## src/rtl/psa_mem_loader_if.sv

```systemverilog
// Byte-stream handshake and BRAM port A bundle between the host source, the loader and the memory.
interface psa_mem_loader_if #(
  parameter int ADDR_W = 15,
  parameter int DATA_W = 8
) ();
  logic              s_valid;
  logic [DATA_W-1:0] s_data;
  logic              s_ready;
  logic              mem_en;
  logic              mem_we;
  logic [ADDR_W-1:0] mem_addr;
  logic [DATA_W-1:0] mem_din;
  logic [DATA_W-1:0] mem_dout;

  modport master (
    input  s_valid, s_data, mem_dout,
    output s_ready, mem_en, mem_we, mem_addr, mem_din
  );

  modport slave (
    output s_valid, s_data, mem_dout,
    input  s_ready, mem_en, mem_we, mem_addr, mem_din
  );
endinterface

```

## src/rtl/psa_mem_loader.sv

```systemverilog
// Writes a byte stream into PSA block memory from a base address, with an optional
// read-back pass that recomputes the additive checksum and flags corruption.
//
// state     | meaning
// ST_IDLE   | waiting for start after reset
// ST_LOAD   | accepting stream bytes, one BRAM write per handshake
// ST_VERIFY | reading the job back and summing returned bytes
// ST_DONE   | job finished; count/checksum/error held until next start
module psa_mem_loader #(
  parameter int ADDR_W = 15,
  parameter int DATA_W = 8,
  parameter int RD_LAT = 2
) (
  input  logic              CLK100MHZ,
  input  logic              reset,
  input  logic              start,
  input  logic [ADDR_W-1:0] base,
  input  logic [ADDR_W-1:0] len,
  input  logic              verify_en,
  psa_mem_loader_if.master  bus,
  output logic              busy,
  output logic              done,
  output logic              error,
  output logic [ADDR_W-1:0] count,
  output logic [DATA_W-1:0] checksum
);

  localparam logic [1:0] ST_IDLE   = 2'd0;
  localparam logic [1:0] ST_LOAD   = 2'd1;
  localparam logic [1:0] ST_VERIFY = 2'd2;
  localparam logic [1:0] ST_DONE   = 2'd3;

  localparam logic [ADDR_W-1:0] ONE_A = ADDR_W'(1);

  logic [1:0]        state;
  logic [ADDR_W-1:0] base_q;
  logic [ADDR_W-1:0] len_q;
  logic              verify_q;
  logic [ADDR_W-1:0] rd_idx;
  logic [ADDR_W-1:0] ret_cnt;
  logic [DATA_W-1:0] vsum;
  logic [RD_LAT-1:0] vld;
  logic              hs;
  logic              rd_issue;
  logic              rd_ret;

  assign bus.s_ready = (state == ST_LOAD);
  assign hs          = bus.s_valid && bus.s_ready;
  assign rd_issue    = (state == ST_VERIFY) && (rd_idx != len_q);
  // vld[0] rises with the read address; the top tap lines up with mem_dout
  assign rd_ret      = (state == ST_VERIFY) && vld[RD_LAT-1];

  always_ff @(posedge CLK100MHZ) begin
    if (reset) begin
      state        <= ST_IDLE;
      base_q       <= '0;
      len_q        <= '0;
      verify_q     <= 1'b0;
      rd_idx       <= '0;
      ret_cnt      <= '0;
      vsum         <= '0;
      vld          <= '0;
      bus.mem_en   <= 1'b0;
      bus.mem_we   <= 1'b0;
      bus.mem_addr <= '0;
      bus.mem_din  <= '0;
      busy         <= 1'b0;
      done         <= 1'b0;
      error        <= 1'b0;
      count        <= '0;
      checksum     <= '0;
    end else begin
      bus.mem_en <= 1'b0;
      bus.mem_we <= 1'b0;
      vld        <= (vld << 1) | RD_LAT'(rd_issue);

      case (state)
        ST_IDLE, ST_DONE: begin
          if (state == ST_DONE) done <= 1'b1;
          if (start) begin
            base_q   <= base;
            len_q    <= len;
            verify_q <= verify_en;
            count    <= '0;
            checksum <= '0;
            error    <= 1'b0;
            if (len == '0) begin
              done  <= 1'b1;
              state <= ST_DONE;
            end else begin
              done  <= 1'b0;
              busy  <= 1'b1;
              state <= ST_LOAD;
            end
          end
        end

        ST_LOAD: begin
          if (hs) begin
            bus.mem_en   <= 1'b1;
            bus.mem_we   <= 1'b1;
            bus.mem_addr <= base_q + count;
            bus.mem_din  <= bus.s_data;
            count        <= count + ONE_A;
            checksum     <= checksum + bus.s_data;
            if ((count + ONE_A) == len_q) begin
              if (verify_q) begin
                rd_idx  <= '0;
                ret_cnt <= '0;
                vsum    <= '0;
                state   <= ST_VERIFY;
              end else begin
                busy  <= 1'b0;
                state <= ST_DONE;
              end
            end
          end
        end

        ST_VERIFY: begin
          if (rd_issue) begin
            bus.mem_en   <= 1'b1;
            bus.mem_addr <= base_q + rd_idx;
            rd_idx       <= rd_idx + ONE_A;
          end
          if (rd_ret) begin
            vsum    <= vsum + bus.mem_dout;
            ret_cnt <= ret_cnt + ONE_A;
            if (ret_cnt == (len_q - ONE_A)) begin
              error <= ((vsum + bus.mem_dout) != checksum);
              done  <= 1'b1;
              busy  <= 1'b0;
              state <= ST_DONE;
            end
          end
        end

        default: state <= ST_IDLE;
      endcase
    end
  end

endmodule

```

## src/flat_wrapper.sv

```systemverilog
// flat-port wrapper written by rule: the top's interface ports become plain ports
module psa_mem_loader_flat 
#(
  parameter int ADDR_W = 15,
  parameter int DATA_W = 8,
  parameter int RD_LAT = 2
)
  (CLK100MHZ, reset, start, base, len, verify_en, busy, done, error, count, checksum, bus_s_valid, bus_s_data, bus_mem_dout, bus_s_ready, bus_mem_en, bus_mem_we, bus_mem_addr, bus_mem_din);
  psa_mem_loader_if #(.ADDR_W(ADDR_W), .DATA_W(DATA_W)) bus_i ();
  input  logic CLK100MHZ;
  input  logic reset;
  input  logic start;
  input  logic [ADDR_W-1:0] base;
  input  logic [ADDR_W-1:0] len;
  input  logic verify_en;
  output logic busy;
  output logic done;
  output logic error;
  output logic [ADDR_W-1:0] count;
  output logic [DATA_W-1:0] checksum;
  input wire logic [$bits(bus_i.s_valid)-1:0] bus_s_valid;
  input wire logic [$bits(bus_i.s_data)-1:0] bus_s_data;
  input wire logic [$bits(bus_i.mem_dout)-1:0] bus_mem_dout;
  output wire logic [$bits(bus_i.s_ready)-1:0] bus_s_ready;
  output wire logic [$bits(bus_i.mem_en)-1:0] bus_mem_en;
  output wire logic [$bits(bus_i.mem_we)-1:0] bus_mem_we;
  output wire logic [$bits(bus_i.mem_addr)-1:0] bus_mem_addr;
  output wire logic [$bits(bus_i.mem_din)-1:0] bus_mem_din;
  assign bus_i.s_valid = bus_s_valid;
  assign bus_i.s_data = bus_s_data;
  assign bus_i.mem_dout = bus_mem_dout;
  assign bus_s_ready = bus_i.s_ready;
  assign bus_mem_en = bus_i.mem_en;
  assign bus_mem_we = bus_i.mem_we;
  assign bus_mem_addr = bus_i.mem_addr;
  assign bus_mem_din = bus_i.mem_din;
  psa_mem_loader #(.ADDR_W(ADDR_W), .DATA_W(DATA_W), .RD_LAT(RD_LAT)) u_core (.CLK100MHZ(CLK100MHZ), .reset(reset), .start(start), .base(base), .len(len), .verify_en(verify_en), .bus(bus_i), .busy(busy), .done(done), .error(error), .count(count), .checksum(checksum));
endmodule
```

## config.mk

```make
export PLATFORM = sky130hd
export DESIGN_NAME = psa_mem_loader_flat
export DESIGN_NICKNAME = d
export VERILOG_FILES = /design/src/rtl/psa_mem_loader_if.sv /design/src/rtl/psa_mem_loader.sv /design/src/flat_wrapper.sv
export SDC_FILE = /design/constraint.sdc
export NUM_CORES = 1
export LEC_CHECK = 0
export BUFFER_PORTS_ARGS = -buffer_cell sky130_fd_sc_hd__clkbuf_2
export CAP_MARGIN = 20
export CORE_UTILIZATION = 45
export DETAILED_ROUTE_END_ITERATION = 7
export HOLD_SLACK_MARGIN = 0.15
export PLACE_DENSITY = 0.69
export SLEW_MARGIN = 10
export SYNTH_ARGS = -nofsm -noshare
export SYNTH_HDL_FRONTEND = slang
export SYNTH_SLANG_ARGS = --single-unit
```

## constraint.sdc

```tcl
create_clock -name CLK100MHZ -period 4 [get_ports CLK100MHZ]
set_clock_uncertainty 0.05 [all_clocks]
set_input_delay 0.6 -clock CLK100MHZ [delete_from_list [all_inputs] [get_ports CLK100MHZ]]
set_output_delay 0.6 -clock CLK100MHZ [all_outputs]
set_load 0.01 [all_outputs]
```

Word level (Yosys, flattened, before mapping)
Cells that the tools add are included.
- equality and inequality tests: 17
- reductions and logical operators: 20
- multiplexer cells: 50
- $add $sub $neg: 8
- bitwise gates (word level): 2
- operators with widths (kind ; count):
    15-bit 2-to-1 mux ; 9
    15-bit one-hot mux with 2 select lines ; 4
    8-bit 2-to-1 mux ; 6
    15-bit by 1-bit adder with 15-bit output, second input constant ; 3
    8-bit one-hot mux with 2 select lines ; 2
    15-bit adder ; 2
    15-bit equality test ; 2
    1-bit 2-to-1 mux ; 18
    8-bit adder ; 2
    15-bit logical NOT ; 1
    15-bit inequality test ; 1
    5-bit AND reduction ; 3
    15-bit by 1-bit subtractor with 15-bit output, second input constant ; 1
    2-bit inequality test, second input constant ; 7
    2-bit 2-to-1 mux ; 6
    8-bit inequality test ; 1
    4-bit AND reduction ; 2
    7-bit AND reduction ; 1
    1-bit one-hot mux with 2 select lines ; 3
    2-bit one-hot mux with 3 select lines ; 1
    3-bit AND reduction ; 2
    2-bit nonzero test ; 3
    2-bit equality test, second input constant ; 2
    2-bit by 1-bit inequality test with 1-bit output, second input constant ; 2
    9 further kinds ; 13
- word-level logic and storage cells: 114
- register bits after elaboration: 124
- input bits: 51

Depth between registers and ports, before layout
- depth after elaboration: 5
- gate-level depth with buffers: 15
- gate-level depth less buffers: 13

Least setup slack after synthesis
Ideal clock, no wire load.
- kind: reg2reg
- from: register u_core.state[0]
- to: register u_core.bus.mem_addr[14]
- cell stages (with the launch flop): 15
- slack: -45 ps
- setup time: 106 ps
- data arrival time: 3890 ps
- required time: 3844 ps
- path through: dfxtp_1 -> inv_1 -> ha_1 -> clkbuf_1 -> buf_1 -> mux2_2 -> ha_1 -> fa_1 -> a21o_1 -> a21o_1 -> a2111oi_0 -> nor3_1 -> nor3_1 -> o41ai_1 -> o311ai_0
- longest elaborated chain between the ends: 4
- ends and longest elaborated chain (what ; RTL line ; RTL):
    start: declaration ; psa_mem_loader.sv:35 ; logic [1:0] state;
    start signal: assignment ; psa_mem_loader.sv:55 ; state <= ST_IDLE;
    start signal: assignment ; psa_mem_loader.sv:89 ; state <= ST_DONE;
    start signal: assignment ; psa_mem_loader.sv:93 ; state <= ST_LOAD;
    2-bit by 1-bit equality test with 1-bit output / 2-bit equality test (equally long branches) ; psa_mem_loader.sv:47, psa_mem_loader.sv:77, psa_mem_loader.sv:49 ;
    1-bit logical AND, on equally long branches ; psa_mem_loader.sv:48, psa_mem_loader.sv:49 ;
    2-bit inequality test (no line) / 2-bit by 1-bit inequality test with 1-bit output (equally long branches) ; -- ;
    3-bit AND reduction (no line) ; -- ;
    end signal: assignment ; psa_mem_loader.sv:102 ; bus.mem_addr <= base_q + count;
    end signal: assignment ; psa_mem_loader.sv:123 ; bus.mem_addr <= base_q + rd_idx;
    end: declaration ; psa_mem_loader_if.sv:17 ; output s_ready, mem_en, mem_we, mem_addr, mem_din
Several ways; a longest one is shown, not always the timed one.
A chain may end at the register's enable or synchronous reset.

Worst setup path after layout
Same ends and word-level chain as after synthesis.

==> results by stage <==
Drt:
- The count of nets left with antenna violations after detail routing is 0.
- The count of unresolved DRC violations after routing is 0.
- The first TritonRoute pass finished after 5 iterations.
- Wires add up to 23.7 mm.
- The detailed router placed 7999 vias in this run.
- The routed length per placed instance is 17.8 um.
- For this block, the initial DRC count from the detailed router was 693.
- The post-detailed-route via-to-cell ratio is 5.99.

STA:
- The time the final worst path needs with I/O delays and setup is 3.73 ns.
- The transition time at the pin with the least slew margin is 0.867 ns.
- Setup repair after global routing left no endpoint under its margin.
- For the final routed database, the setup TNS stands at 0 ns.
- The period utilization is 93.1%.
- The number of pins exceeding their max-slew limit in the final report is 0.
- The count of endpoints failing setup in the final report is 0.
- The achievable clock frequency is 268 MHz.
- The hold violation total from the final report is 0.
- The worst-case headroom to the max-slew limit is 42.2%.

Die:
- The initial cell density of the core is 46.5%.
- The floorplan die width is 136 um.
- The top-level I/O count is 103.
- The die covers 18600 sq um.
- The number of cell rows is 48.
- In this run the standard cell core region covers 17500 sq um.
- In this run the vertical extent of the chip is 136 um.

Placed design:
- At the end of routability-driven placement, the weighted congestion stood at 0.886.
- Port buffering added 102 buffers.
- The HPWL after detailed placement is 16.7 mm.

Finish:
- The number of nets in the finished design is 1186.
- The total inserted antenna cells is 0.
- The share of final-layout standard cells stronger than drive strength 1 is 17.3%.
- The signed area change from the synthesized netlist to the final layout is 16.0%.
- Once layout is complete, the utilization of the core stands at 54.0%.
- The filler cells instantiated in the layout total 1621.

Synth:
- In the post-synthesis netlist, the cell with the most instances is nand2_1.
- The count of different cell masters after synthesis is 73.
- The cell area after synthesis is 8130 sq um.
- dfxtp_1 takes more of the synthesized area than any other cell.
- The main flop type after synthesis is dfxtp_1.
- Sequential cells were found to cover 30.5% of the synthesized design area.
- The net count after synthesis is 1124.
- Synthesis handed over a netlist of 1036 instances.
- By count the netlist is led by nand2_1, dfxtp_1, a21oi_1.
- The number of enable-type register cells in the synthesized netlist is 0.
- By area the synthesized netlist is led by dfxtp_1, nand2_1, xnor2_1.
- The share of the synthesized area in the top cell type is 30.5%.
- Each instance of the synthesized netlist takes up on average 7.85 sq um.
- The post-synthesis async set-or-reset flop share is 0%.
- During synthesis, Yosys emitted a total of 0 warnings.
- The synthesis-stage register bit count is 124.

Worst setup path:
- STA classifies the critical path startpoint as a flop.
- By startpoint and endpoint, the worst setup path is classified as reg2reg.
- The largest individual stage delay along the critical path comes from the cell fa_1.
- The required arrival time at the worst endpoint is 4.26 ns.
- The largest incremental delay on the critical path is 0.45 ns.
- Counting both buffers and inverters, the worst setup path holds a total of 2.
- The critical-path maximum fanout is 18.
- In this design, the largest share of critical-path delay is due to compound AO/OA/AOI/OAI gates.
- The endpoint arrival time on the critical path is 3.99 ns.
- The kind of capture point of the worst setup path is a flop.
- The signal on the critical path passes through inv_1, ha_2, buf_4, mux2_2, fa_1, a21o_1, a21o_1, a2111oi_2, nor3_1, nor3_1, o41ai_1, o311ai_0.

Global routing:
- The total routing resource utilization after global routing is 26.2%.
- The first global-routing pass estimated 38.0 mm of wire.
- The via count of the first global-routing pass came to 7205.
- The number of antenna violations at the first check in global routing is 0.
- The total congestion overflow after global routing is 0.
- Entering global routing, the biggest net connects 59 pins.

Clocking:
- In this run the number of H-tree levels came out at 4.
- The number of setup buffers added after CTS is 0.
- Buffers inserted to repair hold after CTS numbered 0.
- Once the clock tree was built, the resizer swapped 0 gates to a different size.
- The maximum number of buffers from clock root to sink is 2.
- The clock network latency to the later pin of the worst-skew pair is 0.43 ns.
- After clock tree synthesis, the clock-pin slew on the worst setup and hold paths is 0.07 ns.
- The TritonCTS clock tree is built.
- The number of clock sinks is 124.
- The TritonCTS buffer count is 17.
- Clock tree synthesis selected as its root buffer the cell clkbuf_16.

Power and ir drop:
- The leakage power is 3.76 nW.
- The total power density per cell area is 579 nW/um^2.
- The internal power is 3.23 mW.
- The power share of the sequential group is 29.6%.
- The fraction of power consumed by the clock network is 29.2%.
- Net switching is 40.8% of the power.
- The power share of the combinational group is 41.2%.
- The net switching power figure is 2.23 mW.
- The peak supply drop is 432 uV.

Hold path:
- The worst hold path belongs to the class in2reg.

Job:
- The number of max-cap violations is 0.

Run status:
- The flow ran to the end, and the final reports show no timing, DRC or antenna violations.
-- cells in the final DEF (no fill, tap or decap), types with 11 or more instances in the layout --
cell type / netlist / final
nor4_1: 15 / 15
inv_1: 26 / 26
nand2_1: 133 / 133
buf_4: 0 / 22
xnor2_1: 56 / 56
clkbuf_16: 0 / 17
a21oi_1: 97 / 97
xor2_1: 26 / 26
nor2_1: 69 / 69
mux2_2: 11 / 11
o21ai_0: 46 / 46
a32o_1: 20 / 20
clkbuf_2: 1 / 101
dfxtp_1: 124 / 124
nand3_1: 47 / 47
mux2i_1: 17 / 17
nand4_1: 27 / 27
nor3_1: 37 / 37
ha_1: 34 / 33
-- worst min-delay path: cells and delay by family --
family,cells,cell delay (ns)
buf+inv,1,0.08
compound gates,1,0.05
simple gates,1,0.04
-- state kept, by name (all words and copies together) (netlist names), 2 cells and up --
signal	count
u_core.count	15
u_core.rd_idx	15
u_core.vld	2
u_core.vsum	8
u_core.bus.mem_din	8
u_core.ret_cnt	15
u_core.checksum	8
u_core.base_q	15
u_core.state	2
u_core.len_q	15
u_core.bus.mem_addr	15
-- power groups by stage --
stage	Sequential, mW	Combinational [mW]	Clock, mW
final	1.62	2.25	1.59
after global routing	1.63	2.49	1.65
after CTS	1.61	2.18	1.61
after detailed placement	1.64	2.16	0
after global placement	1.63	2.14	0
after floorplan	1.55	1.66	0
-- metal layers --
layer	GRT usage [%]	wire length, um
met1	37.1	11000
met2	39.5	10600
met3	4.06	1500
met4	10.2	555
met5	0	0
-- path summary, 6_finish.rpt --
path / start / to / slack (ns) / depth (start not counted)
worst min-delay path: base[9] / u_core.base_q[9]$_SDFFE_PP0P_ / 0.34 / 3
worst max register to register: u_core.state[0]$_SDFFE_PP0P_ / u_core.bus.mem_addr[14]$_SDFFE_PP0P_ / 0.27 / 12
worst max-delay path: u_core.state[0]$_SDFFE_PP0P_ / u_core.bus.mem_addr[14]$_SDFFE_PP0P_ / 0.27 / 12
worst min register to register: u_core.vld[0]$_SDFF_PP0_ / u_core.vld[1]$_SDFF_PP0_ / 0.39 / 1
-- cells by family after synthesis --
family / after synthesis / share of synthesized area [%]
mux: 28 / 3.62
fa+ha+maj: 37 / 5.97
flops: 124 / 30.5
xor+xnor: 82 / 8.83
compound gates: 258 / 21.0
simple gates: 397 / 24.7
buf+inv: 110 / 5.34
-- through the flow --
| stage | std cells | area [sq um] | hold WS, ns | setup slack, ns | power [mW] |
|---|---|---|---|---|---|
| final | 1336 | 9430 | 0.338 | 0.274 | 5.46 |
| after global routing | 1336 | 9430 | 0.342 | 0.00111 | 5.77 |
| after CTS | 1333 | 9360 | 0.335 | 0.130 | 5.39 |
| after detailed placement | 1301 | 8760 | 0.381 | 0.152 | 3.79 |
| after global placement | 1301 | 8760 | 0.365 | 0.230 | 3.77 |
| after floorplan | 1036 | 8130 | 0.364 | 0.0859 | 3.20 |
-- area by class of cell --
cell class / instances / area (sq um) / share of cell area (%)
Sequential cell: 124 / 2480 / 26.3
Multi-Input combinational cell: 802 / 5250 / 55.7
Clock buffer: 19 / 433 / 4.59
Clock inverter: 13 / 166 / 1.76
Tap cell: 225 / 282 / 2.98
Inverter: 27 / 101 / 1.07
Timing Repair Buffer: 126 / 718 / 7.61
(Power assumes the default switching activity.)
